### config.mk
export PLATFORM = sky130hd
export DESIGN_NAME = pipeline_credit_fifo
export DESIGN_NICKNAME = d
export VERILOG_FILES = /design/src/rtl/pipeline_credit_fifo.sv
export SDC_FILE = /design/constraint.sdc
export NUM_CORES = 1
export LEC_CHECK = 0
export ABC_AREA = 1
export CORE_ASPECT_RATIO = 1.2
export CORE_UTILIZATION = 45
export CTS_CLUSTER_DIAMETER = 100
export DETAILED_ROUTE_END_ITERATION = 8
export PLACE_DENSITY = 0.68
export SLEW_MARGIN = 10
export SYNTH_ARGS = -nofsm -noshare
export SYNTH_HDL_FRONTEND = slang
export SYNTH_SLANG_ARGS = --single-unit
### constraint.sdc
create_clock -name clk -period 5.81 [get_ports clk]
set_input_delay 1.4525 -clock clk [delete_from_list [all_inputs] [get_ports clk]]
set_output_delay 1.4525 -clock clk [all_outputs]
set_load 0.01 [all_outputs]
### src/rtl/pipeline_credit_fifo.sv
// Credit-gated result FIFO behind a fixed-latency, non-stallable pipeline.
// Credits cover every issued-but-unpopped transaction, so a result can never arrive without a free slot.
module pipeline_credit_fifo #(
    parameter  int DATA_WIDTH = 32,
    parameter  int DEPTH      = 4,
    localparam int CW         = $clog2(DEPTH + 1)
) (
    input  logic                  clk,
    input  logic                  rst,
    input  logic                  issue_valid,
    output logic                  issue_ready,
    input  logic                  pipe_valid,
    input  logic [DATA_WIDTH-1:0] pipe_data,
    output logic                  out_valid,
    input  logic                  out_ready,
    output logic [DATA_WIDTH-1:0] out_data,
    output logic [CW-1:0]         occupancy,
    output logic [CW-1:0]         credits,
    output logic                  protocol_err
);

    localparam int PW = (DEPTH > 1) ? $clog2(DEPTH) : 1;

    logic [DATA_WIDTH-1:0] mem [DEPTH];

    logic [PW-1:0] rd_ptr_q, rd_ptr_d;
    logic [PW-1:0] wr_ptr_q, wr_ptr_d;
    logic [CW-1:0] occ_q, occ_d;
    logic [CW-1:0] outst_q, outst_d;
    logic          err_q, err_d;

    logic [CW-1:0] inflight;
    logic          issue_fire;
    logic          pop;
    logic          wr_accept;
    logic          wr_reject;

    // Pointers wrap by explicit compare so non-power-of-two depths work.
    function automatic logic [PW-1:0] ptr_inc(input logic [PW-1:0] p);
        return (p == PW'(DEPTH - 1)) ? '0 : p + PW'(1);
    endfunction

    assign issue_ready = !rst && (outst_q < CW'(DEPTH));
    assign issue_fire  = issue_valid && issue_ready;

    assign out_valid   = (occ_q != '0);
    assign out_data    = mem[rd_ptr_q];
    assign pop         = out_valid && out_ready;

    // A result is only legal if it was issued and has not landed yet; fullness uses pre-edge occupancy.
    assign inflight    = outst_q - occ_q;
    assign wr_accept   = pipe_valid && (occ_q < CW'(DEPTH)) && (inflight != '0);
    assign wr_reject   = pipe_valid && !wr_accept;

    assign occupancy    = occ_q;
    assign credits      = CW'(DEPTH) - outst_q;
    assign protocol_err = err_q;

    always_comb begin
        rd_ptr_d = rd_ptr_q;
        wr_ptr_d = wr_ptr_q;
        occ_d    = occ_q;
        outst_d  = outst_q;
        err_d    = err_q;

        if (wr_accept) begin
            wr_ptr_d = ptr_inc(wr_ptr_q);
        end
        if (pop) begin
            rd_ptr_d = ptr_inc(rd_ptr_q);
        end

        case ({wr_accept, pop})
            2'b10:   occ_d = occ_q + CW'(1);
            2'b01:   occ_d = occ_q - CW'(1);
            default: occ_d = occ_q;
        endcase

        case ({issue_fire, pop})
            2'b10:   outst_d = outst_q + CW'(1);
            2'b01:   outst_d = outst_q - CW'(1);
            default: outst_d = outst_q;
        endcase

        if (wr_reject) begin
            err_d = 1'b1;
        end
    end

    always_ff @(posedge clk) begin
        if (rst) begin
            rd_ptr_q <= '0;
            wr_ptr_q <= '0;
            occ_q    <= '0;
            outst_q  <= '0;
            err_q    <= 1'b0;
        end else begin
            rd_ptr_q <= rd_ptr_d;
            wr_ptr_q <= wr_ptr_d;
            occ_q    <= occ_d;
            outst_q  <= outst_d;
            err_q    <= err_d;
        end
    end

    // Storage is deliberately left out of reset; pointers alone define valid contents.
    always_ff @(posedge clk) begin
        if (!rst && wr_accept) begin
            mem[wr_ptr_q] <= pipe_data;
        end
    end

endmodule
==> Word-level counts from Yosys, hierarchy flattened <==
Memories as Yosys holds them, arrays and structs flattened. A register that Yosys moved wholly into a read port is not among the register bits.
Index checks and enable logic that the tools add are counted.
{ "totals": {"output_inout_bits": 41, "word_cells": 43, "reg_bits": 11, "mem_bits_rw": 128, "inputBits": 37, "mem_bits_ro": 0, "n_memories": 1, "latchBits": 0} }
{ "mem_list": {"columns": ["memory", "depth", "word_bits", "read_ports", "rd_ports_with_merged_regs", "write_ports", "line", "rtl"], "rows": [
  ["mem", 4, 32, 1, 1, 1, "24", "logic [DATA_WIDTH-1:0] mem [DEPTH];"]
]} }
{ "op_classes": {"n_reduce_logical": 13, "shift": 0, "n_div": 0, "n_addsub": 8, "muxes": 8, "n_eq_ne": 6, "n_lt_le_gt_ge": 2, "mul": 0, "bitwise_logic": 0} }
{ "ops": {"columns": ["op", "n"], "rows": [
  ["one-hot mux 3 bit (2 select lines)", 2],
  ["equality test 2 bit, second input constant", 4],
  ["2-to-1 mux 2 bit", 4],
  ["logical AND 1 bit", 7],
  ["adder 3 x 1 -> 3 bit, second input constant", 2],
  ["< comparator 3 bit, second input constant", 2],
  ["nonzero test 3 bit", 2],
  ["subtractor 3 x 1 -> 3 bit, second input constant", 2],
  ["adder 2 x 1 -> 2 bit, second input constant", 2],
  ["equality test 2 x 1 -> 1 bit, second input constant", 2],
  ["nonzero test 2 bit", 2],
  ["subtractor 3 bit", 1],
  ["subtractor 3 bit, first input constant", 1],
  ["zero test 1 bit", 2],
  ["2-to-1 mux 1 bit", 2]
]} }

==> Longest topological paths before layout <==
{ "depth": {"depth_word": 6, "depth_mapped": 14, "mapped_depth_nobuf": 14} }

==> Least setup slack after synthesis <==
OpenSTA, ideal clock, no wires.
{ "synth_timing": {"kind": "input port to flip-flop", "startpoint": "in pipe_valid", "endpoint": "mem mem[3][0], enable pin", "setup_time_ns": 0.421, "path_slack_ns": 2.193, "stages": 6, "arrival_ns": 3.196, "cell_sequence": "inv_1 nor2_1 nand2_2 inv_2 nand2_2 nor2_1"} }
{ "synth_via": {"elab_chain_len": 5} }
{ "synth_lines": {"columns": ["element", "line", "rtl"], "rows": [
  ["start, declared", "12", "input logic pipe_valid,"],
  ["logical AND 1 bit (2 in a row)", "52", "assign wr_accept = pipe_valid && (occ_q < CW'(DEPTH)) && (inflight != '0);"],
  ["logical AND 1 bit", "108", "if (!rst && wr_accept) begin"],
  ["2-to-1 mux 1 bit", "108", null],
  ["2-to-1 mux 1 bit (not written as such)", "109", "mem[wr_ptr_q] <= pipe_data;"],
  ["end, declared", "24", null]
]} }
No other way between the ends.

==> Worst setup path after layout <==
{ "layout_timing": {"startpoint": "in rst", "endpoint": "out issue_ready"} }
{ "layout_via": {"elab_chain_len": 2} }
{ "layout_lines": {"columns": ["element", "line", "rtl"], "rows": [
  ["start, declared", "9", "input logic rst,"],
  ["zero test 1 bit", "43", "assign issue_ready = !rst && (outst_q < CW'(DEPTH));"],
  ["logical AND 1 bit", "43", null],
  ["end, declared", "11", "output logic issue_ready,"]
]} }
No other way between the ends.

==> qor.yml <==
run_status:
  status: "completed"
grt:
  grt_pass1_wl_mm: 16.7
  grt_max_degree: 66
  grt_pass1_vias: 3483
  antenna_found_initial: 0
  grt_overflow: 0
  grt_usage_pct: 18.3
floorplan:
  die_w_um: 103
  rows: 44
  io_pins: 78
  initial_core_util_pct: 46.1
  die_y_um: 124
  design.die.area_um2: 12800
  coreArea_um2: 12100
timing:
  fin_crit_ps: 4240
  skew_ps: 7.13
  report.final.slew_viol_count: 0
  tightest_slew_ps: 1110
  post-route-period-util_pct: 72.9
  setup_viol: 0
  whs_ps: 475
  clock.fmax_ghz: 0.236
  setup_tns_ps: 0
  rsz0062_at_grt: "false"
  finalHoldViolCount: 0
  relSlewSlack_pct: 26.1
synthesis:
  synth_seq_cells: 141
  ys_seq_area_share_pct: 73.9
  syn_area_per_cell_um2: 13.4
  yosysUniqueCellTypes: 23
  synthCells: 413
  yosysWarnings: 0
  syn_nets: 463
  synth_area_um2: 5550
drt:
  ant_nets: 0
  via_per_inst: 5.18
  drt-wirelength-per-cell_um: 16.3
  drtPass1Iterations: 4
  drt_wl_total_mm: 10.8
  drc: 0
  drt-initial-drc-count: 163
  via_count: 3441
hold_path:
  hp-start: "protocol_err"
  min_to: "protocol_err"
  hold_path_class: "register to register"
  hold_path_depth: 2
clock_network:
  cts_tree: "yes"
  postCtsHoldBufs: 0
  cts_buffer_depth: 2
  postCtsSetupBuffers: 0
  cts_sinks: 141
  cts.clk_slew.worst_paths_ps: 60
  cts_buffers: 17
  clk_latency_ps: 420
  cts-root-buf: "clkbuf_16"
  htreeDepth: 4
  cts_repair_resize_count: 0
power_and_ir_drop:
  comb_power_share_pct: 31.6
  seqPwrFrac_pct: 38.4
  clkPwrFrac_pct: 29.9
  power.static_leakage_uw: 0.00238
  ir_drop_v: 0.000296
  p_switching_uw: 1080
  internal_power_uw: 2370
  finalPower_uw: 3450
  pwr_density_cell_nw_per_um2: 495
  switching_share_pct: 31.4
critical_path:
  reg2reg_slack_ps: 3290
  required_ps: 4360
  worst-r2r-cell-count: 9
  r2r-start: "outst_q[0]"
  path_class: "input pin to output port"
  crit_arrival_ps: 2780
  reg2reg_to: "mem[0][14]"
  crit_fanout: 4
  cp-start-kind: "input pin"
  endpoint_kind: "output port"
finish:
  n_fill_cell: 943
  final_cell_mix: "edfxtp_1, nor2_1, clkdlybuf4s50_1, o21ai_0, o22ai_1"
  n_antenna_cell: 0
  syn2layout_area_growth_pct: 25.6
  fin_util_pct: 57.8
  drive_gt1_share_pct: 8.75
  layout_commonest_cell: "edfxtp_1"
  fin_cells: 664
  nNetsFinal: 540
job:
  maxCapViolCount: 0
place:
  portBuffers: 77
  dp_hpwl_mm: 6.02
  dp_cells: 632
  gp_congestion: 0.767
==> worst max-delay path by stage <==
stage | from | to | cells past startpoint
finish | rst | issue_ready | 3
global route | rst | issue_ready | 3
CTS | register | out_data[31] | 4
detailed placement | rst | issue_ready | 3
global placement | rst | issue_ready | 3
floorplan | pipe_valid | mem[3][0] | 6
==> synthesized netlist by cell type (all sizes together) <==
master / count / area share (%)
nand3b: 1 / 0.14
nor3: 1 / 0.090
buf: 19 / 2.9
nand2: 14 / 1.0
fa: 2 / 0.72
inv: 24 / 1.8
o21ai: 71 / 6.4
nand3: 3 / 0.36
a21oi: 9 / 0.81
ha: 11 / 2.5
or2: 1 / 0.11
o22ai: 32 / 3.6
nor2: 83 / 5.6
edfxtp: 128 / 69
clkbuf: 1 / 0.068
dfxtp: 13 / 4.7
==> critical path, stage by stage <==
cell	delay, ps
clkdlybuf4s50_1	470
nor3_1	280
clkdlybuf4s50_1	590
==> per-stage QoR <==
step | worst slack [ps] | cell area [µm²]
6_report | 1570 | 6970
2_1_floorplan | 2190 | 5550
4_1_cts | 1470 | 6970
3_5_place_dp | 1580 | 6400
5_1_grt | 1510 | 6970
3_3_place_gp | 1570 | 6400
==> power by group through the flow <==
stage	logic, µW	registers (µW)	clock network (µW)
6_report	1090	1330	1030
5_1_grt	1220	1350	1090
4_1_cts	1110	1330	1050
3_5_place_dp	1100	1350	0
3_3_place_gp	1090	1340	0
2_1_floorplan	662	1300	0
==> state kept, by name (all words and copies together), names as in the netlist, named ones only <==
register,count
rd_ptr_q,2
outst_q,3
mem,128
wr_ptr_q,2
protocol_err,1
occupancy,3
==> logic make-up (layout without fill, tap and decap cells) <==
kind of cell,Yosys count,count (layout),synth area share (%)
and+or+nand+nor,103,103,7.35
buffers and inverters,44,134,4.73
adders and majority gates,13,13,3.20
DFF,141,141,73.9
AOI/OAI and AO/OA,112,112,10.8
==> routing by layer <==
metal / share of wire (%) / vias up / GRT usage [%]
met5: 0 / - / 0
met4: 2.1 / 0 / 8.54
met3: 4.9 / 15 / 5.72
met2: 52 / 71 / 30.8
met1: 41 / 1691 / 21.1
li1: - / 1664 / -
==> layout make-up <==
| cell class | instances | area [µm²] | share of cell area, % |
|---|---|---|---|
| inverters | 24 | 97.6 | 1.40 |
| repair buffers | 78 | 778 | 11.2 |
| well taps | 161 | 201 | 2.89 |
| flip-flops and latches | 141 | 4110 | 58.9 |
| clock inverters | 15 | 146 | 2.10 |
| multi-input cells | 228 | 1220 | 17.4 |
| clock buffers | 17 | 425 | 6.10 |
Note: power is estimated with default switching activity, not from simulation.
==> variant 1 (same settings) <==
Set the parameter `DATA_WIDTH` to 28 (it was 32).
--- a/src/rtl/pipeline_credit_fifo.sv
+++ b/src/rtl/pipeline_credit_fifo.sv
@@ -2,5 +2,5 @@
 // Credits cover every issued-but-unpopped transaction, so a result can never arrive without a free slot.
 module pipeline_credit_fifo #(
-    parameter  int DATA_WIDTH = 32,
+    parameter  int DATA_WIDTH = 28,
     parameter  int DEPTH      = 4,
     localparam int CW         = $clog2(DEPTH + 1)
Interface: changed (resized out_data and pipe_data); port bits go from 78 to 70. No check against the original RTL was run, so the function may have changed too.
==> variant 1 against the unedited design <==
  * Sequential cell count down 16
  * Clock skew is 2.8 ps lower
  * Sequential power fell by 14%
  * Critical path depth is 2 higher
  * Worst hold slack worse by 19 ps
  * Power fell by 8.4%
  * Area after synthesis shrank 11%
  * Die area decreased by 11%
  * Setup slack worse by 61 ps
  * Utilization up 1.4 points
  * Wire length down 12%
  * Design area decreased by 10%
  * Critical path type is now reg -> out
  * Critical endpoint is now out_data[5]
  * Largest power group unchanged
==> variant 1: results <==
[grt]
grt_pass1_vias = 3174
grt_pass1_wl_mm = 15.06
use_met2_pct = 30.72
use_met1_pct = 19.93
grt_max_degree = 58
grtUsageMet3_pct = 6.882
grt_usage_pct = 17.85

[placement]
place_hpwl_mm = 5.219
place_ws_ps = 1601
portBuffers = 69
gp_congestion = 0.6990

[cells_and_area]
top_register = mem
n_fill_cell = 815
layout-drive-gt1-share_pct = 7.190
nNetsFinal = 493
largest_register_ff_count = 112
antenna_cells = 0

[clocking]
cts_resized = 0
postCtsSetupBuffers = 0
cts_root_buffer = clkbuf_16
insertion_delay_ps = 410
htreeDepth = 4
cts-buffers-inserted = 17

[setup_path]
slowest_delay_ps = 770
r2r_setup_slack_ps = 3170
r2r_end = mem[0][18]$_DFFE_PP_
crit_arrival_ps = 2850
reg2regPathDepth = 9
cpMaxStageDelayCell = inv_2
r2r_start = outst_q[0]$_SDFFE_PP0P_
crit_path_max_fanout = 57

[synth]
postSynth.asyncResetShare_pct = 0
synth_edf_count = 112
ys_top_cells_by_area = edfxtp_1 68%, nor2_1 5.6%, dfxtp_1 5.3%
netlist_instances = 375
ys_seq_area_share_pct = 73.65
synthTopCellsByCount = 112 x edfxtp_1, 74 x nor2_1, 48 x o21ai_0
syn-num-nets = 421
ys_types = 21
synth_top_flop_cell = edfxtp_1

[min_path]
hold_start = protocol_err$_SDFFE_PP0P_
worstHoldPathCells = 2
hold_path_end = protocol_err$_SDFFE_PP0P_

[power]
peakVddDrop_v = 0.0002792
power.leakage_nw = 2.171

[run]
drv_cap = 0

[route]
first_iter_violations = 192
firstDrtPassIters = 7
via_per_inst = 5.228
wl_mm = 9.449

[timing]
skew_ps = 4.302
worst_pin_slew_ps = 963.8

[status]
status = completed
[variant 1: cell count changes in the layout (fill, tap and decap cells not counted), moves of 4 or more]
| cell | unedited run | this run |
|---|---|---|
| clkdlybuf4s50_1 | 77 | 69 |
| edfxtp_1 | 128 | 112 |
| o21ai_0 | 43 | 48 |
| o22ai_1 | 32 | 28 |
| o21ai_1 | 28 | 15 |
| clkinv_1 | 1 | 7 |
| nor2_1 | 79 | 70 |
[variant 1: kinds of logic after synthesis]
logic type                 after synthesis  share of synthesized area (%)
DFF                                    125                          73.65
AOI/OAI and AO/OA                      100                          10.88
and+or+nand+nor                         95                          7.503
buffers and inverters                   42                          4.349
adders and majority gates               13                          3.611
[variant 1: where the power goes]
part           switching [mW]  internal [mW]  leakage (nW)
Combinational           0.576          0.451         0.775
Sequential             0.0389           1.10          1.12
Clock                   0.337          0.658         0.275
[variant 1: final cells by class]
cell class	instances	area share [%]
Inverter	24	1.440
Timing Repair Buffer	71	11.28
Clock inverter	12	2.040
Multi-Input combinational cell	208	17.78
Clock buffer	19	6.921
Tap cell	129	2.581
Sequential cell	125	57.95
[variant 1: worst max-delay path by stage]
stage | end | slack (ps) | cells past startpoint | start
after CTS | out_data[5] | 1500 | 5 | register
after floorplan | mem[0][0]$_DFFE_PP_ | 2310 | 6 | pipe_valid
after global routing | out_data[10] | 1300 | 5 | register
after global placement | issue_ready | 1610 | 3 | rst
final | out_data[5] | 1510 | 5 | register
after detailed placement | issue_ready | 1600 | 3 | rst
[variant 1: per-stage QoR]
step / hold slack [ps] / util [%] / instances / power (mW) / area [µm²]
floorplan: 443.5 / - / 375 / 1.736 / 4920
global placement: 446.8 / 53.88 / 557 / 2.164 / 5694
detailed placement: 452.0 / 53.88 / 557 / 2.189 / 5694
CTS: 464.5 / 59.19 / 588 / 3.190 / 6255
global route: 478.3 / 59.19 / 588 / 3.337 / 6255
finish: 456.0 / 59.19 / 588 / 3.164 / 6255
[variant 1: layer usage]
metal / up-vias / wire length, µm
li1: 1503 / -
met1: 1451 / 3897
met3: 7 / 612
met2: 113 / 4834
met4: 0 / 105
met5: - / 0
[variant 1: worst reg2reg max path, stage by stage, from the launching register on]
cell	delay [ps]
dfxtp_1	360
inv_1	120
ha_1	290
nand2_1	70
inv_1	40
nand3_1	110
nand2_1	110
inv_1	110
nand2_1	230
nor2_4	780
==> variant 2 (same settings) <==
Made on the original files. Register the output `protocol_err` once more, cleared by the reset; this adds one clock of latency there. The other outputs are not delayed to match.
--- a/src/rtl/pipeline_credit_fifo.sv
+++ b/src/rtl/pipeline_credit_fifo.sv
@@ -55,5 +55,11 @@
     assign occupancy    = occ_q;
     assign credits      = CW'(DEPTH) - outst_q;
-    assign protocol_err = err_q;
+    always_ff @(posedge clk) begin
+        if (rst) begin
+            protocol_err <= '0;
+        end else begin
+            protocol_err <= err_q;
+        end
+    end
 
     always_comb begin
Behaviour: not the same (a bounded check fails within 4 cycles, from zero or initial values and one cycle with rst high).
==> variant 2 against the unedited design <==
  * Power about the same
  * Critical path type is now reg -> out
  * Design area increased by 0.11%
  * Critical path depth grew 1
  * Die area increased by 0.57%
  * Setup slack worse by 21 ps
  * Utilization down 0.20 points
  * Wire length is 0.18% higher
  * Largest power group unchanged
  * Sequential cell count increased by 1
  * Area after synthesis grew 0.59%
  * Maximum frequency decreased by 0.49%
==> variant 2: results <==
[status]
status = completed

[setup_path]
reg2regPathDepth = 7
slowest_delay_ps = 1100
critical_path.endpoint = out_data[0]
crit_path_max_fanout = 65
r2r_setup_slack_ps = 3160
cpMaxStageDelayCell = dfxtp_2
worstSetupPathType = reg -> out
crit_arrival_ps = 2810
crit_family = flip-flops
r2r_end = mem[3][28]$_DFFE_PP_

[synth]
synthTopCellsByCount = 128 x edfxtp_1, 75 x nor2_1, 44 x o21ai_0
avgSynthCellArea_um2 = 13.39
ys_top_cells_by_area = edfxtp_1 69%, nor2_1 5.0%, dfxtp_1 5.0%
ys_types = 21
synth_top_flop_cell = edfxtp_1
syn-num-nets = 467
ys_seq_area_share_pct = 73.84

[grt]
grt_pass1_wl_mm = 16.54
use_met1_pct = 18.95
use_met2_pct = 31.71
grtUsageMet3_pct = 4.605
grt_usage_pct = 17.38
antenna_found_initial = 0

[timing]
worst_pin_slew_ps = 1168
finalHoldViolCount = 0
fin_hold_ws_ps = 437.5
fin_crit_sh_pct = 73.28
skew_ps = 10.01

[power]
peakVddDrop_v = 0.0002839
power.leakage_nw = 2.404
p_int_mw = 2.384

[clocking]
cts_resized = 0
path_clk_slew_ps = 50
htreeDepth = 4
insertion_delay_ps = 410
cts_buffer_depth = 2
cts_root_buffer = clkbuf_16
postCtsSetupBuffers = 0

[placement]
place_hpwl_mm = 6.107
post_dp_cell_area_mm2 = 0.006426
post-place-cells = 635
gp_congestion = 0.7385
place_ws_ps = 1661

[cells_and_area]
top_register = mem
final_cell_area_mm2 = 0.006980
n_fill_cell = 1011
nNetsFinal = 543
layout-drive-gt1-share_pct = 7.525

[route]
wl_met3_um = 495
first_iter_violations = 160
firstDrtPassIters = 4
vias = 3479
via_per_inst = 5.224
wl_met2_mm = 5.806
wl_met1_mm = 4.330
avgRoutedWirePerCell_um = 16.24
[variant 2: cell types whose count changed after synthesis, moves of 2 or more]
cell and change:
nor2_1 -8, nand3_1 +6, inv_1 +4, nand2_1 +3, nand2_2 -2
[variant 2: logic make-up after synthesis]
family | Yosys count | synth area share (%)
flops | 142 | 73.84
simple gates | 101 | 7.146
buf+inv | 48 | 4.996
fa+ha+maj | 13 | 3.181
compound gates | 113 | 10.84
[variant 2: tightest hold or removal path, cell delays in order (launching register included)]
cell	delay, ps
dfxtp_1	310
nand2_1	60
inv_1	40
[variant 2: cell type report]
type | count | area share (%)
Timing Repair Buffer | 78 | 11.15
Multi-Input combinational cell | 227 | 17.37
Clock buffer | 19 | 6.202
Tap cell | 161 | 2.886
Clock inverter | 12 | 1.739
Inverter | 27 | 1.559
Sequential cell | 142 | 59.10
[variant 2: worst min-delay path by stage]
stage,startpoint,end,depth (start not counted)
2_1_floorplan,err_q$_SDFFE_PP0P_,protocol_err$_SDFF_PP0_,2
3_3_place_gp,err_q$_SDFFE_PP0P_,protocol_err$_SDFF_PP0_,2
3_5_place_dp,err_q$_SDFFE_PP0P_,protocol_err$_SDFF_PP0_,2
4_1_cts,err_q$_SDFFE_PP0P_,protocol_err$_SDFF_PP0_,2
5_1_grt,err_q$_SDFFE_PP0P_,protocol_err$_SDFF_PP0_,2
6_report,err_q$_SDFFE_PP0P_,protocol_err$_SDFF_PP0_,2
[variant 2: power groups by stage]
stage          logic [mW]  clock network (mW)  registers [mW]
2_1_floorplan       0.664                   0            1.32
3_3_place_gp         1.09                   0            1.36
3_5_place_dp         1.11                   0            1.37
4_1_cts              1.12                1.02            1.35
5_1_grt              1.22                1.07            1.36
6_report             1.10                1.01            1.35
